==> src/rtl/text_mem_arbiter_pkg.sv <==
// Shared types and dimensions for the 40x15 character RAM arbiter.
// Holds the screen geometry, bus widths and the clear-engine state encoding.
package text_mem_pkg;

  localparam int COLS       = 40;
  localparam int ROWS       = 15;
  localparam int CELLS      = COLS * ROWS;
  localparam int ADDR_W     = 10;
  localparam int DATA_W     = 10;
  localparam int FIFO_DEPTH = 4;
  localparam int FIFO_CNT_W = $clog2(FIFO_DEPTH) + 1;

  typedef logic [ADDR_W-1:0] addr_t;
  typedef logic [DATA_W-1:0] char_t;

  typedef enum logic {IDLE, CLEAR} clr_state_t;

  typedef struct packed {
    addr_t addr;
    char_t data;
  } wr_entry_t;

  localparam addr_t                 CELLS_A   = addr_t'(CELLS);
  localparam addr_t                 LAST_ADDR = addr_t'(CELLS - 1);
  localparam logic [FIFO_CNT_W-1:0] FIFO_FULL = FIFO_CNT_W'(FIFO_DEPTH);

endpackage

==> src/rtl/text_mem_arbiter_if.sv <==
// Bundle of keyboard, clear, video and RAM-side signals around the arbiter.
// The arbiter takes the slave view; the surrounding system drives the master view.
interface text_mem_arbiter_if;
  import text_mem_pkg::*;

  logic  wr_en;
  addr_t wr_addr;
  char_t wr_data;
  logic  wr_full;
  logic  clr_req;
  logic  clr_busy;
  logic  vid_req;
  addr_t vid_addr;
  logic  vid_valid;
  char_t vid_rdata;
  addr_t mem_addr;
  logic  mem_we;
  char_t mem_wdata;
  char_t mem_rdata;
  logic  err;

  modport slave (
    input  wr_en, wr_addr, wr_data, clr_req, vid_req, vid_addr, mem_rdata,
    output wr_full, clr_busy, vid_valid, vid_rdata, mem_addr, mem_we, mem_wdata, err
  );

  modport master (
    output wr_en, wr_addr, wr_data, clr_req, vid_req, vid_addr, mem_rdata,
    input  wr_full, clr_busy, vid_valid, vid_rdata, mem_addr, mem_we, mem_wdata, err
  );

endinterface

==> src/rtl/text_mem_arbiter_wr_fifo.sv <==
// Small synchronous FIFO buffering keyboard writes while the RAM is busy.
// Flush wins over push and pop; a push into a full FIFO needs a same-cycle pop.
module wr_fifo #(
  parameter int DEPTH = 4,
  parameter int WIDTH = 20
) (
  input  logic                     clk,
  input  logic                     rst,
  input  logic                     i_push,
  input  logic                     i_pop,
  input  logic                     i_flush,
  input  logic [WIDTH-1:0]         i_data,
  output logic [WIDTH-1:0]         o_data,
  output logic                     o_full,
  output logic                     o_empty,
  output logic [$clog2(DEPTH):0]   o_count
);

  localparam int              PTR_W    = $clog2(DEPTH);
  localparam logic [PTR_W:0]  FULL_CNT = (PTR_W + 1)'(DEPTH);

  logic [WIDTH-1:0] r_mem [DEPTH];
  logic [PTR_W-1:0] r_rdPtr;
  logic [PTR_W-1:0] r_wrPtr;
  logic [PTR_W:0]   r_count;
  logic             w_doPush;
  logic             w_doPop;

  assign o_empty  = (r_count == '0);
  assign o_full   = (r_count == FULL_CNT);
  assign o_count  = r_count;
  assign o_data   = r_mem[r_rdPtr];
  assign w_doPop  = i_pop && !o_empty && !i_flush;
  assign w_doPush = i_push && !i_flush && (!o_full || w_doPop);

  // Pointers wrap naturally because DEPTH is a power of two.
  always_ff @(posedge clk or posedge rst) begin
    if (rst) begin
      r_rdPtr <= '0;
      r_wrPtr <= '0;
      r_count <= '0;
    end else if (i_flush) begin
      r_rdPtr <= '0;
      r_wrPtr <= '0;
      r_count <= '0;
    end else begin
      if (w_doPush) r_wrPtr <= r_wrPtr + 1'b1;
      if (w_doPop)  r_rdPtr <= r_rdPtr + 1'b1;
      r_count <= r_count + {{PTR_W{1'b0}}, w_doPush} - {{PTR_W{1'b0}}, w_doPop};
    end
  end

  always_ff @(posedge clk) begin
    if (w_doPush) r_mem[r_wrPtr] <= i_data;
  end

endmodule

==> src/rtl/text_mem_arbiter.sv <==
// Shares the single-port character RAM between video reads, the clear sweep and
// buffered keyboard writes, in that priority order.
module text_mem_arbiter
  import text_mem_pkg::*;
(
  input  logic               clk,
  input  logic               rst,
  text_mem_arbiter_if.slave  bus
);

  clr_state_t                r_state;
  clr_state_t                w_stateNext;
  addr_t                     r_clrCnt;
  addr_t                     w_clrCntNext;
  logic                      r_vidValid;
  logic                      r_err;
  logic                      w_clrStart;
  logic                      w_addrOk;
  logic                      w_push;
  logic                      w_pop;
  logic                      w_drop;
  wr_entry_t                 w_fifoIn;
  wr_entry_t                 w_fifoHead;
  logic                      w_fifoFull;
  logic                      w_fifoEmpty;
  logic [FIFO_CNT_W-1:0]     w_fifoCount;

  assign w_clrStart = (r_state == IDLE) && bus.clr_req;
  assign w_addrOk   = (bus.wr_addr < CELLS_A);
  assign w_fifoIn   = '{addr: bus.wr_addr, data: bus.wr_data};

  // A write arriving with the clear request is discarded along with the flush.
  assign w_push = bus.wr_en && !w_clrStart && w_addrOk && (!w_fifoFull || w_pop);
  assign w_drop = bus.wr_en && !w_clrStart && (!w_addrOk || (w_fifoFull && !w_pop));

  wr_fifo #(
    .DEPTH (FIFO_DEPTH),
    .WIDTH (ADDR_W + DATA_W)
  ) u_wrFifo (
    .clk     (clk),
    .rst     (rst),
    .i_push  (w_push),
    .i_pop   (w_pop),
    .i_flush (w_clrStart),
    .i_data  (w_fifoIn),
    .o_data  (w_fifoHead),
    .o_full  (w_fifoFull),
    .o_empty (w_fifoEmpty),
    .o_count (w_fifoCount)
  );

  // Grant mux and clear sequencing; reset forces the RAM pins quiet at once.
  always_comb begin
    bus.mem_addr  = '0;
    bus.mem_we    = 1'b0;
    bus.mem_wdata = '0;
    w_pop         = 1'b0;
    w_stateNext   = r_state;
    w_clrCntNext  = r_clrCnt;
    if (rst) begin
      w_stateNext  = IDLE;
      w_clrCntNext = '0;
    end else if (bus.vid_req) begin
      bus.mem_addr = bus.vid_addr;
    end else if (r_state == CLEAR) begin
      bus.mem_we   = 1'b1;
      bus.mem_addr = r_clrCnt;
      if (r_clrCnt == LAST_ADDR) begin
        w_stateNext  = IDLE;
        w_clrCntNext = '0;
      end else begin
        w_clrCntNext = r_clrCnt + 1'b1;
      end
    end else if (!w_fifoEmpty && !w_clrStart) begin
      w_pop         = 1'b1;
      bus.mem_we    = 1'b1;
      bus.mem_addr  = w_fifoHead.addr;
      bus.mem_wdata = w_fifoHead.data;
    end
    if (!rst && w_clrStart) begin
      w_stateNext  = CLEAR;
      w_clrCntNext = '0;
    end
  end

  always_ff @(posedge clk or posedge rst) begin
    if (rst) begin
      r_state    <= IDLE;
      r_clrCnt   <= '0;
      r_vidValid <= 1'b0;
      r_err      <= 1'b0;
    end else begin
      r_state    <= w_stateNext;
      r_clrCnt   <= w_clrCntNext;
      r_vidValid <= bus.vid_req;
      r_err      <= r_err | w_drop;
    end
  end

  assign bus.vid_valid = r_vidValid;
  assign bus.vid_rdata = r_vidValid ? bus.mem_rdata : '0;
  assign bus.clr_busy  = (r_state == CLEAR);
  assign bus.wr_full   = (w_fifoCount == FIFO_FULL);
  assign bus.err       = r_err;

endmodule

==> src/flat_wrapper.sv <==
// flat-port wrapper written by rule: the top's interface ports become plain ports
module text_mem_arbiter_flat import text_mem_pkg::*;
  (clk, rst, bus_wr_en, bus_wr_addr, bus_wr_data, bus_clr_req, bus_vid_req, bus_vid_addr, bus_mem_rdata, bus_wr_full, bus_clr_busy, bus_vid_valid, bus_vid_rdata, bus_mem_addr, bus_mem_we, bus_mem_wdata, bus_err);
  text_mem_arbiter_if bus_i ();
  input  logic clk;
  input  logic rst;
  input wire logic [$bits(bus_i.wr_en)-1:0] bus_wr_en;
  input wire logic [$bits(bus_i.wr_addr)-1:0] bus_wr_addr;
  input wire logic [$bits(bus_i.wr_data)-1:0] bus_wr_data;
  input wire logic [$bits(bus_i.clr_req)-1:0] bus_clr_req;
  input wire logic [$bits(bus_i.vid_req)-1:0] bus_vid_req;
  input wire logic [$bits(bus_i.vid_addr)-1:0] bus_vid_addr;
  input wire logic [$bits(bus_i.mem_rdata)-1:0] bus_mem_rdata;
  output wire logic [$bits(bus_i.wr_full)-1:0] bus_wr_full;
  output wire logic [$bits(bus_i.clr_busy)-1:0] bus_clr_busy;
  output wire logic [$bits(bus_i.vid_valid)-1:0] bus_vid_valid;
  output wire logic [$bits(bus_i.vid_rdata)-1:0] bus_vid_rdata;
  output wire logic [$bits(bus_i.mem_addr)-1:0] bus_mem_addr;
  output wire logic [$bits(bus_i.mem_we)-1:0] bus_mem_we;
  output wire logic [$bits(bus_i.mem_wdata)-1:0] bus_mem_wdata;
  output wire logic [$bits(bus_i.err)-1:0] bus_err;
  assign bus_i.wr_en = bus_wr_en;
  assign bus_i.wr_addr = bus_wr_addr;
  assign bus_i.wr_data = bus_wr_data;
  assign bus_i.clr_req = bus_clr_req;
  assign bus_i.vid_req = bus_vid_req;
  assign bus_i.vid_addr = bus_vid_addr;
  assign bus_i.mem_rdata = bus_mem_rdata;
  assign bus_wr_full = bus_i.wr_full;
  assign bus_clr_busy = bus_i.clr_busy;
  assign bus_vid_valid = bus_i.vid_valid;
  assign bus_vid_rdata = bus_i.vid_rdata;
  assign bus_mem_addr = bus_i.mem_addr;
  assign bus_mem_we = bus_i.mem_we;
  assign bus_mem_wdata = bus_i.mem_wdata;
  assign bus_err = bus_i.err;
  text_mem_arbiter u_core (.clk(clk), .rst(rst), .bus(bus_i));
endmodule
==> config.mk <==
export PLATFORM = sky130hd
export DESIGN_NAME = text_mem_arbiter_flat
export DESIGN_NICKNAME = d
export VERILOG_FILES = /design/src/rtl/text_mem_arbiter_pkg.sv /design/src/rtl/text_mem_arbiter_if.sv /design/src/rtl/text_mem_arbiter_wr_fifo.sv /design/src/rtl/text_mem_arbiter.sv /design/src/flat_wrapper.sv
export SDC_FILE = /design/constraint.sdc
export NUM_CORES = 1
export LEC_CHECK = 0
export CAP_MARGIN = 30
export CORE_ASPECT_RATIO = 1.5
export CORE_MARGIN = 4
export CORE_UTILIZATION = 50
export DETAILED_ROUTE_END_ITERATION = 6
export MAX_ROUTING_LAYER = met4
export PLACE_DENSITY = 0.85
export REMOVE_ABC_BUFFERS = 1
export SYNTH_ARGS = -nofsm -noshare
export SYNTH_HDL_FRONTEND = slang
export SYNTH_SLANG_ARGS = --single-unit
==> constraint.sdc <==
create_clock -name clk -period 3.6 [get_ports clk]
set_clock_uncertainty 0.2 [all_clocks]
set_input_delay 0.72 -clock clk [delete_from_list [all_inputs] [get_ports clk]]
set_output_delay 0.72 -clock clk [all_outputs]
set_load 0.03 [all_outputs]
==> run metrics, run 1 <==
beginning of the critical path=u_core.u_wrFifo.o_count[2]$_DFF_PP0_; vias=2835; worst-path fanout max=13; IO Pins=80; Startpoint Class=flop; worst reg-to-reg path cell count=10; hpwl dp=6570 um; switching part of the total=0.244; clock root buffer=clkbuf_16; internal power=2260 uW; most frequent cells in the layout=80 x edfxtp_1, 59 x clkdlybuf4s50_1, 37 x buf_4; Setup Viol. Count Final=0; ratio of cells with drive above 1 in the final layout=0.213; row cnt=41; slew margin rel.=0.658; Final #Nets=around 430; top_reg_cell synth=edfxtp_1; # fillers=about 570; sequential area share after synthesis=0.665; total CTS buffers=9; DR DRC count=0; drt wl/cell=a little under 20 um; routed wire length=9690 um; # Post-CTS Setup Buffers=0; max-slew violations=0; leak pwr=between 0.002 and 0.0025 uW; Cells after Synth=278; RSZ-0062 raised after global routing=no; Worst Hold Class=reg -> reg; CTS-repair resized insts=0; status=completed; multi-input combinational cell area=0.00134 mm2; Fmax=298 MHz; pwr/cell area=523 mW/mm2; drt first pass iters=5; Worst EP arrival=2.44 ns; final worst slack=0.241 ns; post-synthesis cell type count=44; die area=0.0103 mm2; post-detailed-route count of antenna-violating nets=0; CTS tree=done; commonest non-fill, non-tap cell in the layout=edfxtp_1; crit end category=primary output; die height=122 um; hold_buf cts=0; total number of yosys warnings=0; slew of the pin with the lowest slew margin=roughly 0.51 ns; Total GRT Usage=0.207; largest net degree at the start of global routing=23; Worst R2R End=u_core.u_wrFifo.o_count[2]$_DFF_PP0_; Period Utilization, post-route=0.933; Final Util=0.676; CP Class=reg -> out; Max-Cap Viols=0; Initial Util=0.516; clock buffer depth=2; Syn Area/Cell=about 16 um2; H-tree Lvls=3; GPL Wtd Cong=about 0.8; first-pass GRT wire length=15500 um; Area Growth Syn to Fin=31.0%; share of total power in combinational logic=0.184; final hold viol count=0; total core area=between 0.008 and 0.009 mm2; placed insts=472; Critical Path End=bus_mem_addr[2]; #FFs+latches synth=100; worst vdd rail ir drop=slightly above 0.0004 V; register area=roughly 0.0029 mm2; reg-to-reg startpoint=u_core.u_wrFifo.o_count[2]$_DFF_PP0_; Clk Latency, worst-skew pair=0.34 ns; Detailed Route Iter0 Violations=231; Flop pwr share=0.462; Inserted Diodes=0; mapped cell area=about 0.0044 mm2; clock network power share=0.354; CTS sink count=100; Worst Path Required=roughly 2.7 ns; worst slack at placement=-0.0767 ns; Worst R2R Setup Slack=between 0.6 and 0.7 ns; Post-synth ARST share=0.200; Worst-path clk slew=0.06 ns; initial antenna violation count=0; Layout Cells excl Fill=roughly 500; GRT overflow=0; vias per cell=5.81; IO Port Bufs=79; clock period minus worst slack=~3.4 ns; vias in the first global route=2936; Sw Pwr=around 730 uW; number of synthesized flops with an enable pin=80; Die W=84.3 um
-- critical path, cell delays in order (launching register included) --
cell and delay (ns):
dfrtp_1 0.41, or3_1 0.62, and2_1 0.28, buf_4 0.19
a222oi_1 0.30, inv_1 0.14, buf_12 0.16
-- final cells by class --
type                            instances  share of cell area
Clock buffer                           10              0.0400
Clock inverter                          6              0.0179
Inverter                               17              0.0112
Multi-Input combinational cell        148               0.234
Sequential cell                       100               0.507
Tap cell                              107              0.0234
Timing Repair Buffer                  100               0.166
-- cell usage after synthesis (all sizes together) (5+ instances only) --
cell type / count / area share
nor2: 10 / 0.0086
a222oi: 8 / 0.018
dfrtp: 20 / 0.11
clkbuf: 7 / 0.0060
inv: 17 / 0.015
edfxtp: 80 / 0.55
nand3: 8 / 0.0092
mux4: 20 / 0.10
o21ai: 5 / 0.0057
and2: 16 / 0.023
buf: 6 / 0.0077
a21oi: 10 / 0.011
nand2: 11 / 0.0095
or4: 5 / 0.0086
ha: 7 / 0.020
and3: 10 / 0.014
or3: 5 / 0.0083
-- logic make-up after synthesis --
family | count (synthesis) | share of synthesized area
flip-flops | 100 | 0.665
AND/OR/NAND/NOR | 79 | 0.106
AO/OA/AOI/OAI | 35 | 0.0605
buffers and inverters | 30 | 0.0284
multiplexers | 22 | 0.108
adder cells (fa/ha/maj) | 8 | 0.0246
XOR/XNOR | 4 | 0.00802
-- power by group through the flow --
stage               Sequential, uW  Clock [uW]  Combinational [uW]
CTS                           1380        1070                 553
floorplan                     1410           0                 296
detailed placement            1400           0                 543
global route                  1390        1130                 601
global placement              1400           0                 530
finish                        1380        1060                 550
-- routing by layer --
layer,up-vias,share of wire,global-route usage
met5,-,0,-
met4,0,0.024,0.0775
met3,19,0.072,0.0524
met2,140,0.54,0.357
met1,1395,0.37,0.232
li1,1281,-,-
-- state kept, by name, indices dropped and copies added, names as in the netlist --
name                     flops
u_core.bus.clr_busy          1
u_core.bus.err               1
u_core.bus.vid_valid         1
u_core.r_clrCnt             10
u_core.u_wrFifo.o_count      3
u_core.u_wrFifo.r_mem       80
u_core.u_wrFifo.r_rdPtr      2
u_core.u_wrFifo.r_wrPtr      2
-- worst min path at each step --
stage                                                 startpoint                                     end  slack (ns)  depth (start not counted)
after global placement                  u_core.bus.err$_DFF_PP0_                u_core.bus.err$_DFF_PP0_        0.31                          1
after floorplan           u_core.u_wrFifo.r_wrPtr[0]$_DFFE_PP0P_  u_core.u_wrFifo.r_wrPtr[0]$_DFFE_PP0P_        0.30                          1
after CTS                               u_core.bus.err$_DFF_PP0_                u_core.bus.err$_DFF_PP0_        0.34                          1
after detailed placement                u_core.bus.err$_DFF_PP0_                u_core.bus.err$_DFF_PP0_        0.32                          1
after global routing                    u_core.bus.err$_DFF_PP0_                u_core.bus.err$_DFF_PP0_        0.35                          1
final                                   u_core.bus.err$_DFF_PP0_                u_core.bus.err$_DFF_PP0_        0.32                          1
-- stage by stage --
| step | setup TNS (ns) | hold slack [ns] | instance area, um2 | power (uW) |
|---|---|---|---|---|
| floorplan | 0 | 0.303 | 4310 | 1710 |
| global placement | 0 | 0.305 | 5390 | 1930 |
| detailed placement | -0.0767 | 0.318 | 5390 | 1950 |
| CTS | 0 | 0.335 | 5720 | 3010 |
| global route | 0 | 0.351 | 5720 | 3120 |
| finish | 0 | 0.316 | 5720 | 2990 |
Note: power is estimated with default switching activity, not from simulation.
==> run 2: changes to the inputs <==
- ABC_AREA: unset -> 1
- CELL_PAD_IN_SITES_DETAIL_PLACEMENT: unset -> 1
- CELL_PAD_IN_SITES_GLOBAL_PLACEMENT: unset -> 1
- CORE_UTILIZATION: 50 -> 41
- PLACE_DENSITY: 0.85 -> 0.88
==> run 2 against run 1 <==
  * Non-clock buffer count shrank 3
  * Largest cell class unchanged
  * Largest power group unchanged
  * Register-to-register slack gained 0.19 ns
  * Clock power shrank 4%
  * Routed wire length grew 41%
==> run metrics, run 2 <==
register area=0.00290 mm2 (unchanged); IO Pins=80 (unchanged); total CTS buffers=9 (unchanged); largest net degree at the start of global routing=28 (was 23); clock period minus worst slack=3.39 ns (was 3.36 ns); vias in the first global route=4106 (was 2936); initial antenna violation count=0 (unchanged); DR DRC count=0 (unchanged); RSZ-0062 raised after global routing=no (unchanged); Period Utilization, post-route=0.942 (was 0.933); CTS-repair resized insts=0 (unchanged); clock buffer depth=2 (unchanged); switching part of the total=0.301 (was 0.244); die area=0.0129 mm2 (was 0.0103 mm2); reg-to-reg startpoint=u_core.bus.clr_busy$_DFFE_PP0P_ (was u_core.u_wrFifo.o_count[2]$_DFF_PP0_); crit end category=primary output (unchanged); Top reg by flops=u_core.u_wrFifo.r_mem (unchanged); most frequent cells in the layout=88 x nor2_1, 80 x edfxtp_1, 59 x clkdlybuf4s50_1 (was 80 x edfxtp_1, 59 x clkdlybuf4s50_1, 37 x buf_4); max FFs per register=80 (unchanged); clock network power share=0.336 (was 0.354); share of total power in combinational logic=0.207 (was 0.184); beginning of the critical path=bus_vid_req (was u_core.u_wrFifo.o_count[2]$_DFF_PP0_); Post-synth ARST share=0.200 (unchanged); CTS tree=done (unchanged); worst slack at placement=0.140 ns (was -0.0767 ns); total core area=0.0107 mm2 (was 0.00846 mm2); # fillers=1185 (was 573); Power, Total=3040 uW (was 2990 uW); Startpoint Class=input port (was flop); top_reg_cell synth=edfxtp_1 (unchanged); internal power=2130 uW (was 2260 uW); slew of the pin with the lowest slew margin=0.472 ns (was 0.514 ns); final worst slack=0.209 ns (was 0.241 ns); die height=137 um (was 122 um); vias per cell=5.32 (was 5.81); Total GRT Usage=0.229 (was 0.207); post-detailed-route count of antenna-violating nets=0 (unchanged); synth top area cells=edfxtp_1 53%, dfrtp_1 11%, nor2_1 7.6% (was edfxtp_1 55%, dfrtp_1 11%, mux4_2 10%); multi-input combinational cell area=0.00139 mm2 (was 0.00134 mm2); commonest non-fill, non-tap cell in the layout=nor2_1 (was edfxtp_1); #FFs+latches synth=100 (unchanged); post-synthesis cell type count=30 (was 44); Max-Cap Viols=0 (unchanged); # Post-CTS Setup Buffers=0 (unchanged); GRT overflow=0 (unchanged); Cells after Synth=447 (was 278); drt first pass iters=4 (was 5); Die W=94.0 um (was 84.3 um); Final Util=0.550 (was 0.676); Worst Path Required=2.68 ns (about the same); HP Start=u_core.bus.err$_DFF_PP0_ (unchanged); Initial Util=0.425 (was 0.516); count leader, synth=nor2_1 (was edfxtp_1); final hold viol count=0 (unchanged); Syn Area/Cell=10.2 um2 (was 15.7 um2); vias=3647 (was 2835); hpwl dp=9380 um (was 6570 um); worst-path fanout max=5 (was 13); row cnt=46 (was 41); setup TNS=0 ns (unchanged); first-pass GRT wire length=21400 um (was 15500 um); Worst-path clk slew=0.07 ns (was 0.06 ns); hold_buf cts=0 (unchanged); max-slew violations=0 (unchanged); worst vdd rail ir drop=0.000350 V (was 0.000403 V); Sw Pwr=916 uW (was 730 uW); top-area cell type share of the netlist area=0.528 (was 0.550); Detailed Route Iter0 Violations=188 (was 231); CTS sink count=100 (unchanged); Inserted Diodes=0 (unchanged); number of synthesized flops with an enable pin=80 (unchanged); Final #Nets=590 (was 429); Setup Viol. Count Final=0 (unchanged); IO Port Bufs=79 (unchanged); Area Growth Syn to Fin=29.5% (was 31.0%); leak pwr=0.00236 uW (was 0.00214 uW); status=completed (unchanged); Worst Hold Class=reg -> reg (unchanged); ratio of cells with drive above 1 in the final layout=0.127 (was 0.213); clock root buffer=clkbuf_16 (unchanged); pwr/cell area=517 mW/mm2 (was 523 mW/mm2); total number of yosys warnings=0 (unchanged); mapped cell area=0.00455 mm2 (was 0.00437 mm2); Clk Latency, worst-skew pair=0.35 ns (was 0.34 ns); Worst EP arrival=2.47 ns (was 2.44 ns); CP Class=in -> out (was reg -> out); most instantiated cells after synthesis=92 x nor2_1, 80 x edfxtp_1, 54 x nand2_1, 53 x o21ai_0, 46 x inv_1 (was 80 x edfxtp_1, 20 x dfrtp_1, 20 x mux4_2, 17 x inv_1, 16 x and2_1); Fmax=295 MHz (was 298 MHz); H-tree Lvls=3 (unchanged); routed wire length=13700 um (was 9690 um); Flop pwr share=0.457 (was 0.462); GPL Wtd Cong=0.907 (was 0.798); Worst Hold Slack=0.281 ns (was 0.316 ns); slew margin rel.=0.683 (was 0.658); Synth area leader=edfxtp_1 (unchanged); drt wl/cell=19.9 um (about the same); sequential area share after synthesis=0.638 (was 0.665)
[run 2: area by class of cell]
type / instances / area share
timing repair buffer: 97 / 0.155
multi-input combinational: 280 / 0.236
clock buffer: 9 / 0.0382
tap: 144 / 0.0306
inverter: 49 / 0.0312
clock inverter: 7 / 0.0155
sequential: 100 / 0.493
[run 2: metrics by stage]
stage / cells / cell area, um2
final: 686 / 5890
after global routing: 686 / 5890
after CTS: 686 / 5890
after detailed placement: 670 / 5570
after global placement: 670 / 5570
after floorplan: 429 / 4470
[run 2: kinds of logic after synthesis]
logic type / count (synthesis) / synth area share
multiplexers: 1 / 0.00220
AND/OR/NAND/NOR: 173 / 0.161
XOR/XNOR: 4 / 0.00770
buffers and inverters: 67 / 0.0580
AO/OA/AOI/OAI: 94 / 0.109
flip-flops: 100 / 0.638
adder cells (fa/ha/maj): 8 / 0.0237
[run 2: power by group through the flow]
stage                     clock, uW  combinational, uW  sequential (uW)
after floorplan                   0                335             1420
after global placement            0                592             1400
after detailed placement          0                629             1410
after CTS                      1030                640             1390
after global routing           1090                697             1400
final                          1020                631             1390
[run 2: final timing paths]
check,to,slack [ns],depth (start not counted)
hold reg to reg,u_core.bus.err$_DFF_PP0_,0.28,1
min in group asynchronous,u_core.r_clrCnt[3]$_DFFE_PP0P_,0.73,4
max in group asynchronous,u_core.u_wrFifo.r_rdPtr[1]$_DFFE_PP0P_,2.28,4
setup / recovery,bus_mem_addr[6],0.21,8
hold / removal,u_core.bus.err$_DFF_PP0_,0.28,1
setup reg to reg,u_core.u_wrFifo.o_count[2]$_DFF_PP0_,0.85,12
[run 2: critical path: stages]
cell,delay (ns)
clkdlybuf4s50_1,0.55
inv_1,0.07
nand2_1,0.09
inv_2,0.07
a22o_1,0.18
a21oi_1,0.14
nor2_1,0.06
clkdlybuf4s50_1,0.59
[run 2: per-layer routing]
metal	vias up	wire, um	track usage
met1	1804	5080	0.239
met2	117	7520	0.414
met3	39	550	0.0314
met4	0	521	0.120
met5	-	0	-
li1	1687	-	-
==> run 3: changes to the inputs <==
- CORE_MARGIN: 4 -> unset
==> run 3 against run 2 <==
  * Sequential power hardly changed
  * Final cell count is 0.44% lower
  * Combinational power is 2% lower
  * Largest power group unchanged
  * Clock power is 14% lower
==> run metrics, run 3 (synthesis results as in run 2) <==
# Post-CTS Setup Buffers=0 (unchanged); drt wl/cell=18.9 um (was 19.9 um); Worst EP arrival=2.44 ns (was 2.47 ns); Worst Path Required=2.68 ns (about the same); Flop pwr share=0.483 (was 0.457); CTS sink count=100 (unchanged); Total GRT Usage=0.247 (was 0.229); Die W=88.0 um (was 94.0 um); clock network power share=0.302 (was 0.336); worst reg-to-reg path cell count=12 (unchanged); IO Port Bufs=79 (unchanged); CP Class=reg -> out (was in -> out); Worst-path clk slew=0.06 ns (was 0.07 ns); CTS-repair resized insts=0 (unchanged); row cnt=46 (unchanged); Fmax=298 MHz (was 295 MHz); slew of the pin with the lowest slew margin=0.453 ns (was 0.472 ns); worst vdd rail ir drop=0.000355 V (was 0.000350 V); vias per cell=5.22 (was 5.32); clock buffer depth=2 (unchanged); vias=3566 (was 3647); GRT overflow=0 (unchanged); ratio of cells with drive above 1 in the final layout=0.119 (was 0.127); Initial Util=0.425 (unchanged); multi-input combinational cell area=0.00139 mm2 (unchanged); clock root buffer=clkbuf_16 (unchanged); beginning of the critical path=u_core.u_wrFifo.r_rdPtr[0]$_DFFE_PP0P_ (was bus_vid_req); hpwl dp=8990 um (was 9380 um); hold_buf cts=0 (unchanged); total CTS buffers=9 (unchanged); slowest CP cell=clkdlybuf4s50_1 (unchanged); internal power=2030 uW (was 2130 uW); final hold viol count=0 (unchanged); CP Cell Sequence=inv_2 > o21ai_0 > o22ai_1 > a21oi_1 > nor2_1 > clkdlybuf4s50_1 (was clkdlybuf4s50_1 > inv_1 > nand2_1 > inv_2 > a22o_1 > a21oi_1 > nor2_1 > clkdlybuf4s50_1); Sw Pwr=861 uW (was 916 uW); Max-Cap Viols=0 (unchanged); Area Growth Syn to Fin=27.3% (was 29.5%); Power, Total=2890 uW (was 3040 uW); worst-path fanout max=12 (was 5); switching part of the total=0.298 (was 0.301); largest net degree at the start of global routing=33 (was 28); Worst Hold Class=reg -> reg (unchanged); initial antenna violation count=0 (unchanged); DR DRC count=0 (unchanged); RSZ-0062 raised after global routing=no (unchanged); CTS tree=done (unchanged); first-pass GRT wire length=20000 um (was 21400 um); Design Area, Final=0.00579 mm2 (was 0.00589 mm2); Top reg by flops=u_core.u_wrFifo.r_mem (unchanged); crit end category=primary output (unchanged); Worst R2R Setup Slack=0.92 ns (was 0.85 ns); Setup Viol. Count Final=0 (unchanged); Placed Area=0.00553 mm2 (was 0.00557 mm2); Worst Hold Slack=0.280 ns (was 0.281 ns); # fillers=1204 (was 1185); drt first pass iters=4 (unchanged); Final #Nets=587 (was 590); max FFs per register=80 (unchanged); reg-to-reg startpoint=u_core.bus.clr_busy$_DFFE_PP0P_ (unchanged); GPL Wtd Cong=0.924 (was 0.907); placed insts=667 (was 670); most frequent cells in the layout=88 x nor2_1, 80 x edfxtp_1, 59 x clkdlybuf4s50_1 (unchanged); Worst Hold Depth=1 (unchanged); slew margin rel.=0.698 (was 0.683); post-detailed-route count of antenna-violating nets=0 (unchanged); H-tree Lvls=3 (unchanged); Detailed Route Iter0 Violations=211 (was 188); Inserted Diodes=0 (unchanged); vias in the first global route=3876 (was 4106); CP max stage delay=0.67 ns (was 0.59 ns); Period Utilization, post-route=0.932 (was 0.942); leak pwr=0.00232 uW (was 0.00236 uW); register area=0.00290 mm2 (unchanged); Critical Path End=bus_mem_addr[6] (unchanged); total core area=0.0107 mm2 (unchanged); Startpoint Class=flop (was input port); Layout Cells excl Fill=683 (was 686); commonest non-fill, non-tap cell in the layout=nor2_1 (unchanged); IO Pins=80 (unchanged); status=completed (unchanged); share of total power in combinational logic=0.215 (was 0.207); clock period minus worst slack=3.36 ns (was 3.39 ns); die area=0.0115 mm2 (was 0.0129 mm2); max-slew violations=0 (unchanged); Clk Latency, worst-skew pair=0.34 ns (was 0.35 ns); pwr/cell area=499 mW/mm2 (was 517 mW/mm2); setup TNS=0 ns (unchanged); Worst R2R End=u_core.u_wrFifo.o_count[2]$_DFF_PP0_ (unchanged); die height=131 um (was 137 um); routed wire length=12900 um (was 13700 um)
==> run 3: metrics by stage <==
step                      setup slack, ns   util
after floorplan                     0.538      -
after global placement              0.214  0.516
after detailed placement           0.0728  0.516
after CTS                           0.227  0.541
after global routing                0.125  0.541
final                               0.245  0.541
==> run 3: final cells by class <==
class,instances,share of cell area
Multi-Input combinational cell,280,0.240
Timing Repair Buffer,94,0.149
Inverter,49,0.0317
Clock inverter,7,0.00734
Clock buffer,9,0.0389
Tap cell,144,0.0311
Sequential cell,100,0.501
==> run 3: worst min path at each step <==
stage | end | slack (ns) | start
global placement | u_core.bus.err$_DFF_PP0_ | 0.28 | u_core.bus.err$_DFF_PP0_
detailed placement | u_core.bus.err$_DFF_PP0_ | 0.27 | u_core.bus.err$_DFF_PP0_
floorplan | u_core.r_clrCnt[0]$_DFFE_PP0P_ | 0.30 | u_core.r_clrCnt[0]$_DFFE_PP0P_
finish | u_core.bus.err$_DFF_PP0_ | 0.28 | u_core.bus.err$_DFF_PP0_
global route | u_core.bus.err$_DFF_PP0_ | 0.30 | u_core.bus.err$_DFF_PP0_
CTS | u_core.bus.err$_DFF_PP0_ | 0.29 | u_core.bus.err$_DFF_PP0_
==> run 3: worst max-delay path, delay by kind of cell (launching register included) <==
family	cells	cell delay, ns
simple gates	1	0.10
buf+inv	2	0.93
flops	1	0.53
compound gates	3	0.54
==> run 3: power by group through the flow <==
stage / Clock (uW) / Sequential [uW] / Combinational [uW]
after floorplan: 0 / 1420 / 335
after global placement: 0 / 1410 / 573
after detailed placement: 0 / 1420 / 613
after CTS: 889 / 1400 / 625
after global routing: 921 / 1400 / 681
final: 874 / 1400 / 621
==> run 3: per-layer routing <==
layer,share of wire,vias up,global-route usage,routed length (um)
li1,-,1678,-,-
met5,0,-,-,0
met2,0.57,97,0.473,7360
met3,0.036,20,0.0314,460
met1,0.37,1771,0.247,4780
met4,0.025,0,0.102,322
